### src/rtl/mem_pkg.sv
// Shared memory-stage definitions: width codes used by both the load and
// store paths, and the load unit's state encoding.
package mem_pkg;

    localparam logic [2:0] MW_NONE = 3'b000;
    localparam logic [2:0] MW_LD   = 3'b001;
    localparam logic [2:0] MW_LW   = 3'b010;
    localparam logic [2:0] MW_LH   = 3'b011;
    localparam logic [2:0] MW_LB   = 3'b100;
    localparam logic [2:0] MW_LWU  = 3'b101;
    localparam logic [2:0] MW_LHU  = 3'b110;
    localparam logic [2:0] MW_LBU  = 3'b111;

    typedef enum logic [2:0] {
        S_IDLE  = 3'd0,
        S_REQ   = 3'd1,
        S_WAIT  = 3'd2,
        S_DRAIN = 3'd3,
        S_DONE  = 3'd4,
        S_ERR   = 3'd5
    } ld_state_e;

endpackage

### src/rtl/load_extract.sv
// Combinational field extraction and sign/zero extension of a 64-bit memory
// word, plus the natural-alignment check for the selected width.
module load_extract
    import mem_pkg::*;
(
    input  logic [63:0] mem_rdata,
    input  logic [2:0]  off,
    input  logic [2:0]  memdata_width,
    output logic [63:0] ext_data,
    output logic        misaligned
);

    logic [7:0]  byte_f;
    logic [15:0] half_f;
    logic [31:0] word_f;

    assign byte_f = 8'(mem_rdata >> {off, 3'b000});
    assign half_f = 16'(mem_rdata >> {off[2:1], 4'b0000});
    assign word_f = 32'(mem_rdata >> {off[2], 5'b00000});

    always_comb begin
        ext_data = 64'd0;
        case (memdata_width)
            MW_LD:   ext_data = mem_rdata;
            MW_LW:   ext_data = {{32{word_f[31]}}, word_f};
            MW_LH:   ext_data = {{48{half_f[15]}}, half_f};
            MW_LB:   ext_data = {{56{byte_f[7]}}, byte_f};
            MW_LWU:  ext_data = {32'd0, word_f};
            MW_LHU:  ext_data = {48'd0, half_f};
            MW_LBU:  ext_data = {56'd0, byte_f};
            default: ext_data = 64'd0;
        endcase
    end

    always_comb begin
        misaligned = 1'b0;
        case (memdata_width)
            MW_LD:          misaligned = |off;
            MW_LW, MW_LWU:  misaligned = |off[1:0];
            MW_LH, MW_LHU:  misaligned = off[0];
            default:        misaligned = 1'b0;
        endcase
    end

endmodule

### src/rtl/load_data_unit.sv
// Single-outstanding load unit: issues an aligned 8-byte read, extracts and
// extends the addressed field, with misalignment detection and flush/drain.
module load_data_unit
    import mem_pkg::*;
(
    input  logic        clk,
    input  logic        rst,
    input  logic        ld_valid,
    output logic        ld_ready,
    input  logic [2:0]  memdata_width,
    input  logic [63:0] addr,
    input  logic        flush,
    output logic        mem_req,
    output logic [63:0] mem_addr,
    input  logic        mem_gnt,
    input  logic        mem_rvalid,
    input  logic [63:0] mem_rdata,
    output logic        load_done,
    output logic [63:0] load_data,
    output logic        load_err,
    output ld_state_e   dbg_state
);

    // Handshake: a request is taken on a cycle where ld_valid && ld_ready
    // and flush is low; ld_ready is high only in IDLE and never during reset.

    ld_state_e   state, state_next;
    logic [2:0]  width_q;
    logic [2:0]  off_q;
    logic [2:0]  sel_off;
    logic [2:0]  sel_width;
    logic [63:0] ext_data;
    logic        misaligned;
    logic        accept;
    logic        capture;

    // In IDLE the extractor checks the incoming request; afterwards it works
    // on the registered request, so one instance serves both purposes.
    assign sel_off   = (state == S_IDLE) ? addr[2:0] : off_q;
    assign sel_width = (state == S_IDLE) ? memdata_width : width_q;

    load_extract u_extract (
        .mem_rdata     (mem_rdata),
        .off           (sel_off),
        .memdata_width (sel_width),
        .ext_data      (ext_data),
        .misaligned    (misaligned)
    );

    assign ld_ready  = (state == S_IDLE) && !rst;
    assign accept    = ld_valid && ld_ready && !flush;
    assign capture   = (state == S_WAIT) && mem_rvalid && !flush;
    assign load_done = (state == S_DONE) && !flush;
    assign load_err  = (state == S_ERR) && !flush;
    assign dbg_state = state;

    always_ff @(posedge clk) begin
        if (rst) begin
            state <= S_IDLE;
        end else begin
            state <= state_next;
        end
    end

    always_comb begin
        state_next = state;
        case (state)
            S_IDLE: begin
                if (accept) begin
                    if (misaligned) begin
                        state_next = S_ERR;
                    end else if (memdata_width == MW_NONE) begin
                        state_next = S_DONE;
                    end else begin
                        state_next = S_REQ;
                    end
                end
            end
            S_REQ: begin
                // A grant coinciding with flush is still owed a response.
                if (flush) begin
                    state_next = mem_gnt ? S_DRAIN : S_IDLE;
                end else if (mem_gnt) begin
                    state_next = S_WAIT;
                end
            end
            S_WAIT: begin
                if (flush) begin
                    state_next = mem_rvalid ? S_IDLE : S_DRAIN;
                end else if (mem_rvalid) begin
                    state_next = S_DONE;
                end
            end
            S_DRAIN: begin
                if (mem_rvalid) begin
                    state_next = S_IDLE;
                end
            end
            S_DONE:  state_next = S_IDLE;
            S_ERR:   state_next = S_IDLE;
            default: state_next = S_IDLE;
        endcase
    end

    always_ff @(posedge clk) begin
        if (rst) begin
            width_q   <= MW_NONE;
            off_q     <= 3'd0;
            mem_req   <= 1'b0;
            mem_addr  <= 64'd0;
            load_data <= 64'd0;
        end else begin
            mem_req <= (state_next == S_REQ);
            if (accept) begin
                width_q  <= memdata_width;
                off_q    <= addr[2:0];
                mem_addr <= {addr[63:3], 3'b000};
                if (memdata_width == MW_NONE) begin
                    load_data <= 64'd0;
                end
            end
            if (capture) begin
                load_data <= ext_data;
            end
        end
    end

endmodule

### config.mk
export PLATFORM = sky130hd
export DESIGN_NAME = load_data_unit
export DESIGN_NICKNAME = d
export VERILOG_FILES = /design/src/rtl/mem_pkg.sv /design/src/rtl/load_extract.sv /design/src/rtl/load_data_unit.sv
export SDC_FILE = /design/constraint.sdc
export NUM_CORES = 1
export LEC_CHECK = 0
export ABC_AREA = 0
export CELL_PAD_IN_SITES_DETAIL_PLACEMENT = 0
export CELL_PAD_IN_SITES_GLOBAL_PLACEMENT = 1
export CORE_MARGIN = 1.5
export CORE_UTILIZATION = 32
export CTS_CLUSTER_DIAMETER = 150
export CTS_CLUSTER_SIZE = 10
export DETAILED_ROUTE_END_ITERATION = 6
export PLACE_DENSITY = 0.87
export SYNTH_ARGS = -nofsm -noshare
export SYNTH_HDL_FRONTEND = slang
export SYNTH_SLANG_ARGS = --single-unit
export TNS_END_PERCENT = 50
### constraint.sdc
create_clock -name clk -period 2.7 [get_ports clk]
set_input_delay 0.81 -clock clk [delete_from_list [all_inputs] [get_ports clk]]
set_output_delay 0.81 -clock clk [all_outputs]
set_load 0.01 [all_outputs]
==> run metrics, run 1 <==
Commonest cells post-synth=nand2_1 (154), dfxtp_1 (135), a21oi_1 (92); Area growth syn-to-layout=59.8%; post-synthesis register bit count=~140; Antenna Diode Count=0; Detailed Routing Iterations Pass 1=6; Fillers=2011; leakage=3.96 nW; status=finished clean; vias in the first global route=7692; critical-path maximum fanout=17; clock skew=0.00672 ns; arrival time of the worst setup path=3.01 ns; fin. max-slew vios=0; async set-reset flop share out of synthesis=0; startpoint types=input port; Die W=151 um; first-pass GRT wire length=43800 um; maximum clock rate=approximately 370 MHz; htree depth=4; MaxCap Viol Count=0; share of cells above drive strength 1=0.151; final HPWL from detailed placement=21500 um; CTS tree=yes; GR Overflow Total=0; core area=21200 um2; Synth Instances=843; Tot Pwr=5.52 mW; critical path type=in2reg; CTS Sinks=135; clock root cell=clkbuf_16; final hold vios=0; HP Start=mem_addr[44]; RD Place Congestion=0.983; Worst R2R Path Depth=5; slack of the critical path=0.00196 ns; largest net degree at the start of global routing=76; # DRC=0; I/O pin cnt=approximately 270; setup TNS=0 ns; syn_area_per_cell=approximately 8.3 um2; Netlist cell types=65; critical path data required time=3.01 ns; Post-Syn Area=6980 um2; minimum clock period=2.70 ns; post-synthesis sequential area ratio=0.387; crit share post-route=0.999; die area=22700 um2; initial core utilization=0.329; CTS clk-pin slew, worst paths=0.07 ns; Yosys top cell by area=dfxtp_1; WHS=0.452 ns; Reg2Reg Launch Point=off_q[1]; slew margin rel.=0.439; Die Y=roughly 150 um; Post-synth EDFFs=0; Nets=1283; Synth area leaders=dfxtp_1 (39%), nand2_1 (8.3%), a21oi_1 (6.6%); Slew @ Worst Pin=0.841 ns; pwr dens=494 nW/um2; Final Util=0.526; top-area cell type share of the netlist area=0.387; initial antenna violation count=0; drt initial violations=685; unrepaired setup endpoints after global routing=true; Post-synth top flop=dfxtp_1; IO Port Bufs=~270; Hold Path Depth=2; Avg Vias per Cell=about 5.7; Post-Place Worst Slack=-0.543 ns; CTS max path bufs=2; row count=53; Peak VDD IR=approximately 400 uV; Ys Warns=0; DRT Wirelength=29700 um; Critical Path End Type=flop; routed wire length per instance=between 20 and 25 um; CTS Buf Count=17; gr usage total=0.252; count leader, synth=nand2_1; total number of vias=8160; Critical path origin=mem_rdata[55]; final setup fails=0; Clk Latency, worst-skew pair=0.42 ns; DRT antenna net count=0; hold crit path type=reg2reg; Post-CTS Setup Bufs=0
[flip-flops by register name, summed over array words and instances, names as in the netlist]
signal and flops:
dbg_state 3, load_data 64, off_q 3, mem_addr 61, mem_req 1, width_q 3
[where the power goes]
part / switching [mW] / total, mW / internal, mW
Combinational: 0.519 / 1.03 / 0.516
Clock: 1.04 / 2.43 / 1.39
Sequential: 0.0262 / 2.06 / 2.03
[routing by layer]
layer | GRT usage | vias to the layer above | part of all wire
met5 | 0 | - | 0
met4 | 0.0782 | 0 | 0.021
met3 | 0.0727 | 55 | 0.10
met2 | 0.399 | 466 | 0.46
met1 | 0.329 | 3860 | 0.41
li1 | - | 3779 | -
[logic make-up after synthesis]
group                    share of synthesized area
flip-flops                                   0.387
buffers and inverters                       0.0595
AO/OA/AOI/OAI                                0.290
adder cells (fa/ha/maj)                    0.00287
XOR/XNOR                                   0.00627
multiplexers                                0.0525
AND/OR/NAND/NOR                              0.202
other                                     0.000537
[stage by stage]
stage / area [um2] / std cells
2_1_floorplan: 6990 / 845
3_5_place_dp: 10500 / 1401
3_3_place_gp: 10500 / 1401
6_report: 11200 / 1434
5_1_grt: 11200 / 1434
4_1_cts: 11100 / 1433
[worst paths after layout]
kind | endpoint | slack [ns]
worst max-delay path | load_data[56] | 0.002
worst min register to register | mem_addr[44] | 0.45
worst max register to register | load_data[56] | 0.35
worst min-delay path | mem_addr[44] | 0.45
[cell usage in the layout, fill, tap and decap left out, types with 3 or more instances in the layout]
master / n
nor2_1: 12
inv_6: 7
xor2_1: 3
nor3b_1: 13
clkinvlp_4: 3
o2111ai_1: 8
nand4_1: 10
clkdlybuf4s50_1: 263
nor3_1: 9
a222oi_1: 15
a211oi_1: 18
dfxtp_1: 135
a21oi_1: 91
a22oi_1: 21
clkbuf_16: 17
o211ai_1: 16
buf_4: 86
conb_1: 3
inv_1: 8
nor4bb_1: 3
nand2_1: 154
mux2_2: 16
a32oi_1: 12
nor2b_1: 10
mux4_2: 4
buf_12: 10
a21boi_0: 7
nand3_1: 48
o21ai_0: 47
a221o_1: 33
mux2i_1: 5
and3b_1: 5
[worst max-delay path, cell delays in order]
cell and delay [ns]:
clkdlybuf4s50_1 0.54, mux4_2 0.58, mux2i_4 0.22, nor3_4 0.09, o31a_4 0.45, a221o_1 0.30
[timing repair]
| item | in CTS | in global routing |
|---|---|---|
| gates resized for setup | 4 | 13 |
| hold endpoints to repair | 0 | 0 |
| cloned | 0 | 1 |
| hold buffers | 0 | 0 |
| endpoints found under the setup margin | 37 | 55 |
[cell type report]
class / instances / area, um2 / share of cell area
multi-input cells: 619 / 3960 / 0.355
well taps: 275 / 344 / 0.0308
repair buffers: 365 / 3530 / 0.317
clock inverters: 14 / 160 / 0.0143
clock buffers: 18 / 429 / 0.0384
flip-flops and latches: 135 / 2700 / 0.242
inverters: 8 / 30.0 / 0.00269
No activity file was read; power rests on OpenSTA's default activity.
==> inputs of run 2 (changes only) <==
--- a/config.mk
+++ b/config.mk
@@ -13,7 +13,9 @@
 export CTS_CLUSTER_DIAMETER = 150
 export CTS_CLUSTER_SIZE = 10
 export DETAILED_ROUTE_END_ITERATION = 6
+export MAX_ROUTING_LAYER = met4
 export PLACE_DENSITY = 0.87
+export SETUP_SLACK_MARGIN = 0.2
 export SYNTH_ARGS = -nofsm -noshare
 export SYNTH_HDL_FRONTEND = slang
 export SYNTH_SLANG_ARGS = --single-unit
==> run metrics, run 2 (synthesized netlist as in run 1, its figures left out) <==
share of cells above drive strength 1=0.177 (was 0.151); IO Port Bufs=268 (unchanged); Gate power share=0.198 (was 0.188); Clk Latency, worst-skew pair=0.43 ns (was 0.42 ns); total number of vias=8417 (was 8160); startpoint types=input port (unchanged); first-pass GRT wire length=45700 um (was 43800 um); clock root cell=clkbuf_16 (unchanged); final non-filler cell total=1451 (was 1434); Post-DP Area=10500 um2 (about the same); final hold vios=0 (unchanged); arrival time of the worst setup path=2.81 ns (was 3.01 ns); core area=21200 um2 (unchanged); most common cell after layout, fill and taps aside=clkdlybuf4s50_1 (unchanged); status=finished clean (unchanged); pwr dens=480 nW/um2 (was 494 nW/um2); leakage=4.12 nW (was 3.96 nW); Die W=151 um (unchanged); Detailed Routing Iterations Pass 1=6 (unchanged); initial core utilization=0.329 (unchanged); setup TNS=0 ns (unchanged); fin. max-slew vios=0 (unchanged); final setup fails=0 (unchanged); CTS clk-pin slew, worst paths=0.06 ns (was 0.07 ns); largest net degree at the start of global routing=71 (was 76); htree depth=4 (unchanged); RD Place Congestion=0.961 (was 0.983); GR Overflow Total=0 (unchanged); MaxCap Viol Count=0 (unchanged); Largest regs=load_data x64, mem_addr x61 (unchanged); Peak VDD IR=458 uV (was 400 uV); critical path data required time=3.01 ns (about the same); Die Y=151 um (unchanged); Cells after DPL=1397 (was 1401); vias in the first global route=8149 (was 7692); unrepaired setup endpoints after global routing=true (unchanged); most frequent cells in the layout=clkdlybuf4s50_1 (249), nand2_1 (153), dfxtp_1 (132), a21oi_1 (90), buf_4 (82) (was clkdlybuf4s50_1 (263), nand2_1 (154), dfxtp_1 (135), a21oi_1 (91), buf_4 (86)); R2R Setup Slk=0.37 ns (was 0.35 ns); crit share post-route=0.925 (was 0.999); Hold Path Depth=2 (unchanged); internal power=3.89 mW (was 3.93 mW); DRT Wirelength=31400 um (was 29700 um); Critical Path End Type=flop (unchanged); CP peak stage delay=0.52 ns (was 0.58 ns); sequential share of power=0.373 (about the same); die area=22700 um2 (unchanged); Avg Vias per Cell=5.80 (was 5.69); CTS Sinks=135 (unchanged); Slew @ Worst Pin=0.790 ns (was 0.841 ns); initial antenna violation count=0 (unchanged); final HPWL from detailed placement=21500 um (about the same); fin area=11500 um2 (was 11200 um2); clock skew=0.00926 ns (was 0.00672 ns); DRT antenna net count=0 (unchanged); CTS Buf Count=17 (unchanged); largest register by flop count=load_data (unchanged); Nets=1300 (was 1283); Largest register FFs=64 (unchanged); Tot Pwr=5.51 mW (was 5.52 mW); row count=53 (unchanged); critical-path maximum fanout=8 (was 17); switching share of power=0.293 (was 0.287); CP max-delay cell=clkdlybuf4s50_1 (was mux4_2); drt initial violations=705 (was 685); Worst R2R Path Depth=7 (was 5); P_sw=1.62 mW (was 1.59 mW); critical path type=in2reg (unchanged); # DRC=0 (unchanged); minimum clock period=2.50 ns (was 2.70 ns); I/O pin cnt=272 (unchanged); Clock power frac=0.430 (was 0.440); hold crit path type=reg2reg (unchanged); maximum clock rate=401 MHz (was 371 MHz); crit-path cells=clkdlybuf4s50_1 > or4b_4 > o21ai_2 > nor3_4 > o31a_4 > a221o_1 (was clkdlybuf4s50_1 > mux4_2 > mux2i_4 > nor3_4 > o31a_4 > a221o_1); gr usage total=0.273 (was 0.252); Area growth syn-to-layout=64.5% (was 59.8%); slew margin rel.=0.473 (was 0.439); CTS max path bufs=2 (unchanged); CTS tree=yes (unchanged); routed wire length per instance=21.6 um (was 20.7 um); Antenna Diode Count=0 (unchanged)
==> run 2: final timing paths <==
| path | from | to |
|---|---|---|
| worst max-delay path | addr[0] | load_data[46] |
| worst min-delay path | mem_addr[14] | mem_addr[14] |
| worst max register to register | dbg_state[0] | load_data[27] |
| worst min register to register | mem_addr[14] | mem_addr[14] |
==> run 2: per-stage QoR <==
stage	utilization	worst slack (ns)	hold WS [ns]
after CTS	0.531	0.132	0.454
after floorplan	-	0.235	0.479
after global routing	0.541	0.137	0.469
final	0.541	0.203	0.451
after global placement	0.495	-0.464	0.441
after detailed placement	0.495	-0.589	0.447
==> run 2: repair_timing <==
item,4_1_cts,5_1_grt
hold buffers,0,0
pin swaps,6,11
buffers inserted,1,10
setup endpoints to repair,69,65
gates resized for setup,42,25
cloned,6,5
==> run 2: power groups by stage <==
stage               Clock, mW  Sequential (mW)  Combinational, mW
floorplan                   0             2.11              0.422
global placement            0             2.10              0.996
detailed placement          0             2.10              0.999
CTS                      2.40             2.05               1.03
global route             2.49             2.06               1.15
finish                   2.37             2.06               1.09
==> run 2: worst max-delay path, delay by kind of cell <==
kind	cells	cell delay (ns)
buffers and inverters	1	0.52
AOI/OAI and AO/OA	3	0.83
and+or+nand+nor	2	0.63
==> run 2: area by class of cell <==
type / instances / area, um2
Fill cell: 2008 / 9730
Multi-Input combinational cell: 624 / 4110
Timing Repair Buffer: 377 / 3720
Sequential cell: 135 / 2710
Clock buffer: 19 / 443
Tap cell: 275 / 344
Clock inverter: 13 / 134
Inverter: 8 / 30.0
==> run 2: metal layers <==
metal,part of all wire,wire length (um),global-route usage,up-vias
li1,-,-,-,3841
met1,0.41,12800,0.340,3988
met2,0.45,14200,0.421,509
met3,0.11,3520,0.0779,79
met4,0.029,896,0.0976,0
met5,0,0,-,-
==> inputs of run 3 (changes only) <==
--- a/config.mk
+++ b/config.mk
@@ -10,7 +10,6 @@
 export CELL_PAD_IN_SITES_GLOBAL_PLACEMENT = 1
 export CORE_MARGIN = 1.5
 export CORE_UTILIZATION = 32
-export CTS_CLUSTER_DIAMETER = 150
 export CTS_CLUSTER_SIZE = 10
 export DETAILED_ROUTE_END_ITERATION = 6
 export MAX_ROUTING_LAYER = met4
==> results of run 3 <==
Same layout as run 2: the final DEF is identical, and so are final timing and power.
==> patch: new RTL, flow settings as in run 1 <==
Make the reset (`rst`) asynchronous in 2 clocked blocks.
--- a/src/rtl/load_data_unit.sv
+++ b/src/rtl/load_data_unit.sv
@@ -54,7 +54,7 @@
     assign load_err  = (state == S_ERR) && !flush;
     assign dbg_state = state;
 
-    always_ff @(posedge clk) begin
+    always_ff @(posedge clk or posedge rst) begin
         if (rst) begin
             state <= S_IDLE;
         end else begin
@@ -102,7 +102,7 @@
         endcase
     end
 
-    always_ff @(posedge clk) begin
+    always_ff @(posedge clk or posedge rst) begin
         if (rst) begin
             width_q   <= MW_NONE;
             off_q     <= 3'd0;
Check against the original RTL: differs if rst is asserted again (counterexample within 4 cycles, from zero or initial values and one cycle with rst high); with rst held inactive, the same outputs for 4 cycles.
==> patch against run 1 <==
Utilization is 0.60 points higher; die area is 3.7% lower; sequential cell count stayed put; area after synthesis is 3.8% lower; final cell count is 19% lower; critical path depth is 2 higher; via count is 25% lower; final area is 2.6% lower; critical path type unchanged; wire length is 22% lower; sequential share of layout area is 6.9 points higher; critical endpoint is now load_data[55]; worst setup slack better by 60 ps.
Power is not compared: it rests on default switching activity, and its combinational part moved more than twofold at a synthesized area within 25%.
==> patch: results (changes against run 1) <==
worst r2r path cells 7 (was 5); r2r setup slk 230 ps (was 350 ps); Worst-path clk slew ~60 ps; number of global-route vias before repair 6,434 (was 7,692); Most used DFF post-synth dfrtp_1 (was dfxtp_1); Routed WL 23.1 mm (was 29.7 mm); Total Routing Usage GR 0.214 (was 0.252); Routability Congestion 0.868 (was 0.983); Starting DRT DRC Count 305 (was 685); Worst Path Max Fanout 33 (was 17); Post-DP HPWL 17.5 mm (was 21.5 mm); FF-to-FF Start off_q[1] (unchanged); via count 6,114 (was 8,160); Synth Instances 565 (was 843); pin count of the biggest net entering global routing 79 (was 76); Cells after DPL 1,129 (was 1,401); r2r endpoint load_data[55] (was load_data[56]); dpl ws -662 ps (was -543 ps); Largest delay share family, worst path compound AO/OA/AOI/OAI gates (was multiplexers); Largest stage delay, worst path 460 ps (was 580 ps); crit path max-delay cell type clkdlybuf4s50_1 (was mux4_2); global-route wire length before repair 35.8 mm (was 43.8 mm); clock skew 11.0 ps (was 6.72 ps); minimum clock period 2640 ps (was 2700 ps); Distinct cells, synth 52 (was 65); DRT Pass-1 Iters 4 (was 6); top post-synthesis cells by area dfrtp_1 (50%), mux2_2 (12%), a221o_1 (4.8%) (was dfxtp_1 (39%), nand2_1 (8.3%), a21oi_1 (6.6%)); Post-DP Area 10,300 um2 (was 10,500 um2); min-delay src load_data[24] (was mem_addr[44]); asr flop ratio synth 1.00 (was 0); n_diodes 0 (unchanged); arrival time worst endpoint 2940 ps (was 3010 ps); critical path class in -> reg (unchanged); Hold EP load_data[24] (was mem_addr[44]); NumNets Final 1,015 (was 1,283); Setup crit start mem_rdata[7] (was mem_rdata[55]); Final Non-Filler Cells 1,161 (was 1,434); Rel. slew slack 0.324 (was 0.439); run status finished clean (unchanged)
[patch: area by class of cell]
type                            instances  area [um2]
Clock inverter                         14         165
Tap cell                              270         338
Multi-Input combinational cell        374        3160
Timing Repair Buffer                  347        3380
Inverter                                3        15.0
Fill cell                            1833        9560
Clock buffer                           18         429
Sequential cell                       135        3380
[patch: kinds of logic (layout without fill, tap and decap cells)]
family,Yosys count,in the layout,share of synthesized area
flip-flops,135,135,0.503
multiplexers,101,101,0.186
other,1,3,0.000558
AO/OA/AOI/OAI,160,160,0.186
buffers and inverters,58,382,0.0417
AND/OR/NAND/NOR,108,108,0.0799
XOR/XNOR,2,2,0.00261
[patch: per-layer routing]
| layer | up-vias | global-route usage | routed length (um) |
|---|---|---|---|
| met3 | 38 | 0.0590 | 2130 |
| met1 | 2968 | 0.265 | 9180 |
| met4 | 0 | 0.0871 | 642 |
| li1 | 2797 | - | - |
| met5 | - | 0 | 0 |
| met2 | 311 | 0.353 | 11200 |
